### src/rtl/window_fetch_ctrl.sv
// window_fetch_ctrl
// Read-side sequencer for the frame BRAM. Once the frame is fully written it
// walks every 3x3 neighbourhood in raster order. It issues one tap coordinate
// per cycle and gathers the nine returned pixels into one packed window word.
// The window word is then offered downstream over a valid/ready handshake.
//
// Build option: define WIN_ZERO_PAD_EN to produce a window for every pixel.
// Taps outside the image then read as zero. Without it, only interior
// centres are produced, and frames narrower or shorter than 3 finish at once.
//
// Ports
//   clk, reset        clock, synchronous active-high reset
//   start             begin one frame pass (honoured in IDLE only)
//   H, W              image height / width, latched on accepted start
//   all_loaded        frame RAM write complete
//   rd_data           pixel returned by the RAM, RD_LAT cycles after address
//   read_H, read_W    registered tap address to the RAM
//   win_valid         window word available
//   win_ready         downstream accepts the window
//   win_data          nine taps, tap0 (top-left) in the low slice
//   win_row, win_col  centre of the presented window
//   busy              high outside IDLE
//   done              one-cycle pulse after the last window is accepted
module window_fetch_ctrl #(
  parameter int DATA_W = 8,
  parameter int DIM_W  = 16,
  parameter int RD_LAT = 3
) (
  input  logic                clk,
  input  logic                reset,
  input  logic                start,
  input  logic [DIM_W-1:0]    H,
  input  logic [DIM_W-1:0]    W,
  input  logic                all_loaded,
  input  logic [DATA_W-1:0]   rd_data,
  output logic [DIM_W-1:0]    read_H,
  output logic [DIM_W-1:0]    read_W,
  output logic                win_valid,
  input  logic                win_ready,
  output logic [9*DATA_W-1:0] win_data,
  output logic [DIM_W-1:0]    win_row,
  output logic [DIM_W-1:0]    win_col,
  output logic                busy,
  output logic                done
);

  localparam int EXT_W = DIM_W + 1;
  localparam int DCW   = (RD_LAT > 1) ? $clog2(RD_LAT) : 1;
  localparam logic [DCW-1:0] DRAIN_LAST = DCW'(RD_LAT - 1);

`ifdef WIN_ZERO_PAD_EN
  localparam logic [DIM_W-1:0] CEN_FIRST = '0;
  localparam logic [EXT_W-1:0] EDGE_GAP  = EXT_W'(1);
`else
  localparam logic [DIM_W-1:0] CEN_FIRST = DIM_W'(1);
  localparam logic [EXT_W-1:0] EDGE_GAP  = EXT_W'(2);
`endif

  typedef enum logic [2:0] {IDLE, WAIT_LOAD, ISSUE, DRAIN, PRESENT, FINISH} state_t;

  state_t           state, state_n;
  logic [DIM_W-1:0] h_lat, w_lat;
  logic [DIM_W-1:0] cen_row, cen_col, cen_row_n, cen_col_n;
  logic [3:0]       tap_idx, tap_n;
  logic [DCW-1:0]   drain_cnt;
  logic             issue_n;
  logic             too_small;
  logic [EXT_W-1:0] row_inc, col_inc, row_max, col_max;
  logic [DIM_W-1:0] tap_r, tap_c;
  logic             tap_in_img;

  // Tag pipeline: stage i describes the tap whose address went out i cycles ago.
  logic [RD_LAT:0]  tag_vld;
  logic [RD_LAT:0]  tag_pad;
  logic [3:0]       tag_k [RD_LAT+1];

  function automatic logic [1:0] tap_dr(input logic [3:0] k);
    case (k)
      4'd0, 4'd1, 4'd2: tap_dr = 2'd0;
      4'd3, 4'd4, 4'd5: tap_dr = 2'd1;
      default:          tap_dr = 2'd2;
    endcase
  endfunction

  function automatic logic [1:0] tap_dc(input logic [3:0] k);
    case (k)
      4'd0, 4'd3, 4'd6: tap_dc = 2'd0;
      4'd1, 4'd4, 4'd7: tap_dc = 2'd1;
      default:          tap_dc = 2'd2;
    endcase
  endfunction

  // One bit wider than a coordinate, so the edge compares cannot wrap.
  assign row_inc = {1'b0, cen_row} + EXT_W'(1);
  assign col_inc = {1'b0, cen_col} + EXT_W'(1);
  assign row_max = {1'b0, h_lat} - EDGE_GAP;
  assign col_max = {1'b0, w_lat} - EDGE_GAP;

`ifdef WIN_ZERO_PAD_EN
  assign too_small = (h_lat == '0) || (w_lat == '0);
`else
  assign too_small = (h_lat < DIM_W'(3)) || (w_lat < DIM_W'(3));
`endif

  always_comb begin
    state_n   = state;
    tap_n     = tap_idx;
    cen_row_n = cen_row;
    cen_col_n = cen_col;
    case (state)
      IDLE: begin
        if (start) begin
          state_n   = WAIT_LOAD;
          cen_row_n = CEN_FIRST;
          cen_col_n = CEN_FIRST;
        end
      end
      WAIT_LOAD: begin
        if (all_loaded) begin
          tap_n   = 4'd0;
          state_n = too_small ? FINISH : ISSUE;
        end
      end
      ISSUE: begin
        if (tap_idx == 4'd8) state_n = DRAIN;
        else                 tap_n   = tap_idx + 4'd1;
      end
      DRAIN: begin
        if (drain_cnt == DRAIN_LAST) state_n = PRESENT;
      end
      PRESENT: begin
        if (win_ready) begin
          tap_n = 4'd0;
          if (col_inc > col_max) begin
            cen_col_n = CEN_FIRST;
            if (row_inc > row_max) begin
              state_n = FINISH;
            end else begin
              cen_row_n = row_inc[DIM_W-1:0];
              state_n   = ISSUE;
            end
          end else begin
            cen_col_n = col_inc[DIM_W-1:0];
            state_n   = ISSUE;
          end
        end
      end
      FINISH: state_n = IDLE;
      default: state_n = IDLE;
    endcase
  end

  // The address register is loaded on the edge that enters each ISSUE cycle.
  // This puts tap k's address on the bus during ISSUE cycle k, built from the
  // centre that window will use.
  assign issue_n = (state_n == ISSUE);
  assign tap_r   = cen_row_n + DIM_W'(tap_dr(tap_n)) - DIM_W'(1);
  assign tap_c   = cen_col_n + DIM_W'(tap_dc(tap_n)) - DIM_W'(1);

`ifdef WIN_ZERO_PAD_EN
  logic [EXT_W-1:0] tap_r_ext, tap_c_ext;
  // These are the tap coordinates plus one, so 0 means "one before the edge".
  assign tap_r_ext  = {1'b0, cen_row_n} + EXT_W'(tap_dr(tap_n));
  assign tap_c_ext  = {1'b0, cen_col_n} + EXT_W'(tap_dc(tap_n));
  assign tap_in_img = (tap_r_ext != '0) && (tap_r_ext <= {1'b0, h_lat}) &&
                      (tap_c_ext != '0) && (tap_c_ext <= {1'b0, w_lat});
`else
  assign tap_in_img = 1'b1;
`endif

  always_ff @(posedge clk) begin
    if (reset) begin
      state     <= IDLE;
      h_lat     <= '0;
      w_lat     <= '0;
      cen_row   <= '0;
      cen_col   <= '0;
      tap_idx   <= '0;
      drain_cnt <= '0;
      read_H    <= '0;
      read_W    <= '0;
    end else begin
      state     <= state_n;
      cen_row   <= cen_row_n;
      cen_col   <= cen_col_n;
      tap_idx   <= tap_n;
      drain_cnt <= (state == DRAIN) ? drain_cnt + DCW'(1) : '0;
      if (state == IDLE && start) begin
        h_lat <= H;
        w_lat <= W;
      end
      // Out-of-image taps leave the address untouched so the RAM never sees it.
      if (issue_n && tap_in_img) begin
        read_H <= tap_r;
        read_W <= tap_c;
      end
    end
  end

  always_ff @(posedge clk) begin
    if (reset) begin
      tag_vld <= '0;
      tag_pad <= '0;
    end else begin
      tag_vld <= {tag_vld[RD_LAT-1:0], issue_n};
      tag_pad <= {tag_pad[RD_LAT-1:0], ~tap_in_img};
    end
  end

  always_ff @(posedge clk) begin
    tag_k[0] <= tap_n;
    for (int i = 1; i <= RD_LAT; i++) tag_k[i] <= tag_k[i-1];
  end

  // The oldest tag lines up with the pixel now on rd_data.
  always_ff @(posedge clk) begin
    if (reset) begin
      win_data <= '0;
    end else if (tag_vld[RD_LAT]) begin
      win_data[tag_k[RD_LAT]*DATA_W +: DATA_W] <= tag_pad[RD_LAT] ? '0 : rd_data;
    end
  end

  assign win_valid = (state == PRESENT);
  assign busy      = (state != IDLE);
  assign done      = (state == FINISH);
  assign win_row   = cen_row;
  assign win_col   = cen_col;

endmodule
### config.mk
export PLATFORM = sky130hd
export DESIGN_NAME = window_fetch_ctrl
export DESIGN_NICKNAME = d
export VERILOG_FILES = /design/src/rtl/window_fetch_ctrl.sv
export SDC_FILE = /design/constraint.sdc
export NUM_CORES = 1
export LEC_CHECK = 0
export ABC_AREA = 1
export CAP_MARGIN = 5
export CORE_MARGIN = 2
export CORE_UTILIZATION = 54
export CTS_CLUSTER_SIZE = 10
export DETAILED_ROUTE_END_ITERATION = 8
export GPL_TIMING_DRIVEN = 0
export PLACE_DENSITY = 0.81
export SYNTH_ARGS = -nofsm -noshare
export SYNTH_HDL_FRONTEND = slang
export SYNTH_SLANG_ARGS = --single-unit
### constraint.sdc
create_clock -name clk -period 7.07 [get_ports clk]
set_clock_uncertainty 0.1 [all_clocks]
set_input_delay 2.121 -clock clk [delete_from_list [all_inputs] [get_ports clk]]
set_output_delay 2.121 -clock clk [all_outputs]
set_load 0.01 [all_outputs]
==> metrics, run 1 <==
minimum clock period 6.55 ns; status finished, final reports clean; Inst Count DP 1,982; IO Count 184; total track usage 0.285; FILL cells 1,668; Crit Path Max Fanout 10; routed len/inst 15.5 um; RSZ-0062 raised after global routing false; die height 147 um; number of synthesized flops with an enable pin 0; Worst Path Buf+Inv 4; std cell rows 52; main area contributors after synthesis dfxtp_1, ha_1, nand2_1, inv_1, a21oi_1; vias in the first global route 10,500; area of the multi-input gates 0.00604 mm2; CP Launch Type register; routed vias 10,900; aggregate global routing overflow 0; most common cell in the netlist nand2_1; synthesized instance count 1,531; post-route setup TNS 0 ns; Clock Path Buffers 2; final cell count without fillers 2,014; Port Buf Inserts 181; top post-synthesis cells by count nand2_1, inv_1, dfxtp_1, nor2_1; Max stage delay on crit path 0.48 ns; most frequent CP cell nand2_1; placed cell area 0.0132 mm2; Clock transition at path regs 0.08 ns; Seq. cell area 0.00394 mm2; initial antenna violation count 0; Worst-Margin Slew 0.902 ns; sequential element share of the synthesized area 0.357; Async SR Flop Fraction 0; Tcrit/Tclk final 0.926; antenna viol nets, final 0; first-pass GRT wire length 50,200 um; routed vias/inst 5.43; Worst setup EP type register; Post-Place Worst Slack 0.737 ns; Max Freq 153 MHz; WS Path Type register to register; CTS root buffer clkbuf_16; worst-skew pair later-pin latency 0.45 ns; hold_ws 0.230 ns; Data arrival, critical path 6.83 ns; Setup violations, final 0; Area Overhead vs Synth 25.0%; FF+latch count, synth 197; post-synth top area cell dfxtp_1; final instance area 0.0138 mm2; post-synth top area share 0.357; # diodes 0; Pleak 6.06 nW; Min-Delay Path Class register to register; Top delay family on crit path simple AND/OR/NAND/NOR gates; ys flop type dfxtp_1; GP Congestion 0.978; slew margin rel. 0.399; Peak VDD IR 0.164 mV; fraction of layout cells with a size suffix above 1 0.0447; max-cap viol count 0; die width 147 um; Core Area 0.0202 mm2; Fin. Hold Viols 0; Syn. warnings 0; synth unique cells 48; post-DP HPWL 24,200 um; TritonCTS clock tree yes; Pre-Repair DR Iteration Count 5; clock sinks 197; DRC Markers 0; pwr dens 217 mW/mm2; DIE AREA 0.0216 mm2; drt total wl 31,300 um; Worst EP required 7.36 ns; largest net degree at the start of global routing 22; Total Nets Final 1,853; total CTS buffers 17; fin. max-slew vios 0; hold_buf cts 0; DRT iter0 DRCs 672; Synth Cell Area 0.0111 mm2; syn_nets 1,653; initial core utilization 0.548; H-tree levels 4; slowest CP cell dfxtp_1; final worst slack 0.520 ns; syn_area_per_cell 7.22 um2
[where the power goes]
| part | internal, mW | switching [mW] | leakage, nW | total (mW) |
|---|---|---|---|---|
| combinational | 0.303 | 0.490 | 4.17 | 0.793 |
| sequential | 1.18 | 0.0455 | 1.60 | 1.23 |
| clock | 0.481 | 0.501 | 0.296 | 0.981 |
[logic make-up after synthesis]
group | Yosys count | share of synthesized area
flops | 197 | 0.357
compound gates | 359 | 0.187
fa+ha+maj | 77 | 0.0885
simple gates | 552 | 0.217
buf+inv | 279 | 0.0976
xor+xnor | 67 | 0.0531
[per-stage QoR]
stage               power [mW]   util
global route              3.15  0.685
global placement          2.00  0.655
floorplan                 1.76      -
finish                    3.00  0.685
CTS                       2.99  0.684
detailed placement        2.02  0.655
[worst register-to-register path, delay by kind of cell, from the launching register on]
family          cells  cell delay [ns]
compound gates      5             0.99
flops               1             0.48
simple gates       18             2.58
fa+ha+maj           5             1.37
xor+xnor            2             0.51
buf+inv             4             0.44
[path summary, 6_finish.rpt]
path,cells after the start,start,slack [ns],end
max,34,win_col[0]$_SDFF_PP0_,0.52,read_H[13]$_SDFFE_PP0P_
min,0,tag_k[0][0]$_DFF_P_,0.23,tag_k[1][0]$_DFF_P_
max reg2reg,34,win_col[0]$_SDFF_PP0_,0.52,read_H[13]$_SDFFE_PP0P_
min reg2reg,0,tag_k[0][0]$_DFF_P_,0.23,tag_k[1][0]$_DFF_P_
[flip-flops by register name, summed over array words and instances, names as in the netlist]
| register | flops |
|---|---|
| drain_cnt | 2 |
| h_lat | 16 |
| read_H | 16 |
| read_W | 16 |
| state | 3 |
| tag_k | 16 |
| tag_vld | 4 |
| tap_idx | 4 |
| w_lat | 16 |
| win_col | 16 |
| win_data | 72 |
| win_row | 16 |
[routing by layer]
metal	up-vias	GRT usage	share of wire
li1	5443	-	-
met4	0	0.107	0.032
met1	4996	0.354	0.42
met5	-	0	0
met3	76	0.0568	0.080
met2	421	0.491	0.47
[cells in the final DEF (no fill, tap or decap), drive strengths merged, types with 3 or more instances in the layout]
master and n:
inv 226, o22ai 3, clkbuf 61, nor2 156, o21ai 149, or3 16, clkdlybuf4s50 181, or2 3
clkinv 8, nand4 13, a21o 3, a221oi 3, a21oi 145, buf 16, a211oi 5, xnor2 13
nand3 77, nand3b 4, ha 75, xor2 54, o211a 32, nand2 237, o211ai 10, dfxtp 197
nor3 34, nor4 6
[cell type report]
type                       count  area share
multi-input combinational   1055       0.437
clock buffer                  17      0.0308
buffer                        60      0.0185
clock inverter                15      0.0129
inverter                     219      0.0596
tap                          270      0.0245
timing repair buffer         181       0.131
sequential                   197       0.286
[repair_timing]
item | 4_1_cts | 5_1_grt
gates resized for setup | 0 | 1
endpoints found under the setup margin | 0 | 1
setup buffers | 0 | 0
(Power assumes the default switching activity.)
==> run 2, diff against run 1 <==
- MAX_ROUTING_LAYER: default -> met4
==> run 2 against run 1 <==
  * Sequential power barely moved
  * Hold slack got worse by 0.0032 ns
  * Register-to-register slack improved by 0.11 ns
  * Utilization barely moved
  * Wire length fell by 0.69%
  * Cell count did not move
  * First-iteration DRC count rose by 9.1%
  * Combinational power fell by 0.8%
  * Power fell by 0.12%
  * Largest power group unchanged
==> metrics, run 2 (synthesis results as in run 1) <==
status finished, final reports clean; pwr dens 217 mW/mm2 (-0.10%); CTS root buffer clkbuf_16; Data arrival, critical path 6.72 ns (-0.11 ns); final cell count without fillers 2,014 (unchanged); H-tree levels 4 (unchanged); aggregate global routing overflow 0 (unchanged); slowest CP cell dfxtp_1; Post-CTS Resized 0 (unchanged); Reg2Reg Setup Slack 0.63 ns (+0.11 ns); DRC Markers 0 (unchanged); Post-CTS Setup Inserts 0 (unchanged); worst r2r dst read_H[13]$_SDFFE_PP0P_; RSZ-0062 raised after global routing false; Total Nets Final 1,853 (unchanged); initial core utilization 0.548 (unchanged); clock sinks 197 (unchanged); Worst EP required 7.35 ns (about the same); WHS Path Cells 0 (unchanged); Area Overhead vs Synth 24.9% (about the same); Max Freq 155 MHz (+1.7%); sw frac 0.344 (-0.000989); most frequent CP cell nand2_1; Fin. Hold Viols 0 (unchanged); Tcrit/Tclk final 0.911 (-0.0153); Inst Count DP 1,982 (unchanged); GP Congestion 0.991 (+1.3%); max-cap viol count 0 (unchanged); placed cell area 0.0132 mm2 (unchanged); WP depth 34 (unchanged); Worst setup EP type register; Clock transition at path regs 0.08 ns (about the same); Psw 1.03 mW (-0.40%); DIE AREA 0.0216 mm2 (unchanged); Worst Path Buf+Inv 3 (-1); Min-Delay Path Class register to register; Port Buf Inserts 181 (unchanged); final instance area 0.0138 mm2 (about the same); most common cell after layout, fill and taps aside nand2_1; first-pass GRT wire length 49,600 um (-1.1%); post-DP HPWL 24,000 um (-1.0%); Clock Path Buffers 2 (unchanged); antenna viol nets, final 0 (unchanged); hold endpoint tag_k[1][2]$_DFF_P_; total track usage 0.291 (+0.00620); Flop pwr share 0.409 (about the same); # diodes 0 (unchanged); Top delay family on crit path simple AND/OR/NAND/NOR gates; fin. max-slew vios 0 (unchanged); largest net degree at the start of global routing 22 (unchanged); IO Count 184 (unchanged); FF-to-FF Start win_col[0]$_SDFF_PP0_; largest register by flop count win_data; routed len/inst 15.4 um (-0.69%); fraction of layout cells with a size suffix above 1 0.0436 (-0.00115); slew margin rel. 0.396 (-0.00228); drt total wl 31,100 um (-0.69%); hold path startpoint tag_k[0][2]$_DFF_P_; Crit Path Max Fanout 10 (unchanged); die height 147 um (unchanged); std cell rows 52 (unchanged); total CTS buffers 17 (unchanged); Pre-Repair DR Iteration Count 5 (unchanged); TritonCTS clock tree yes; CP Launch Type register; Worst-Margin Slew 0.905 ns (+0.00343 ns); initial antenna violation count 0 (unchanged); hold_buf cts 0 (unchanged); routed vias 11,000 (+0.26%); minimum clock period 6.44 ns (-0.108 ns); routed vias/inst 5.44 (+0.26%); vias in the first global route 10,200 (-3.2%); DRT iter0 DRCs 733 (+9.1%); max FFs per register 72 (unchanged); most frequent cells in the layout nand2_1, inv_1, dfxtp_1; Core Area 0.0202 mm2 (unchanged); WS Path Type register to register; Max stage delay on crit path 0.49 ns (about the same); Clk pwr share 0.328 (about the same); die width 147 um (unchanged); worst-skew pair later-pin latency 0.45 ns (about the same); internal power 1.96 mW (about the same); Peak VDD IR 0.209 mV (+27%); Setup violations, final 0 (unchanged); post-route setup TNS 0 ns (unchanged); Logic pwr share 0.263 (about the same); R2R depth 34 (unchanged); Pleak 6.06 nW (about the same)
-- run 2: per-layer routing --
metal | up-vias | share of wire | global-route usage
met5 | - | 0 | -
met4 | 0 | 0.029 | 0.108
met3 | 68 | 0.076 | 0.0497
met2 | 409 | 0.47 | 0.473
met1 | 5038 | 0.43 | 0.366
li1 | 5449 | - | -
-- run 2: power by group through the flow --
| stage | sequential, mW | combinational, mW | clock, mW |
|---|---|---|---|
| 3_3_place_gp | 1.25 | 0.755 | 0 |
| 2_1_floorplan | 1.26 | 0.498 | 0 |
| 4_1_cts | 1.23 | 0.781 | 0.990 |
| 5_1_grt | 1.24 | 0.877 | 1.04 |
| 3_5_place_dp | 1.25 | 0.771 | 0 |
| 6_report | 1.23 | 0.787 | 0.982 |
-- run 2: layout make-up --
type / count / area [um2]
fill: 1686 / 6360
multi-input combinational: 1055 / 6030
sequential: 197 / 3940
timing repair buffer: 181 / 1810
inverter: 219 / 823
clock buffer: 18 / 429
tap: 270 / 338
buffer: 60 / 255
clock inverter: 14 / 178
-- run 2: worst max-delay path by stage --
stage | startpoint | slack, ns | to
floorplan | win_col[0]$_SDFF_PP0_ | 1.80 | read_H[13]$_SDFFE_PP0P_
global placement | all_loaded | 0.74 | read_W[15]$_SDFFE_PP0P_
detailed placement | all_loaded | 0.67 | read_W[15]$_SDFFE_PP0P_
CTS | win_col[0]$_SDFF_PP0_ | 0.72 | read_H[15]$_SDFFE_PP0P_
global route | win_col[0]$_SDFF_PP0_ | 0.18 | read_H[15]$_SDFFE_PP0P_
finish | win_col[0]$_SDFF_PP0_ | 0.63 | read_H[13]$_SDFFE_PP0P_
-- run 2: through the flow --
stage                     worst slack, ns  hold slack, ns  total power, mW  utilization
after global routing                0.178           0.234             3.15        0.685
after detailed placement            0.673           0.213             2.02        0.655
after CTS                           0.719           0.231             3.00        0.685
after floorplan                      1.80           0.210             1.76            -
final                               0.628           0.227             3.00        0.685
after global placement              0.741           0.210             2.00        0.655
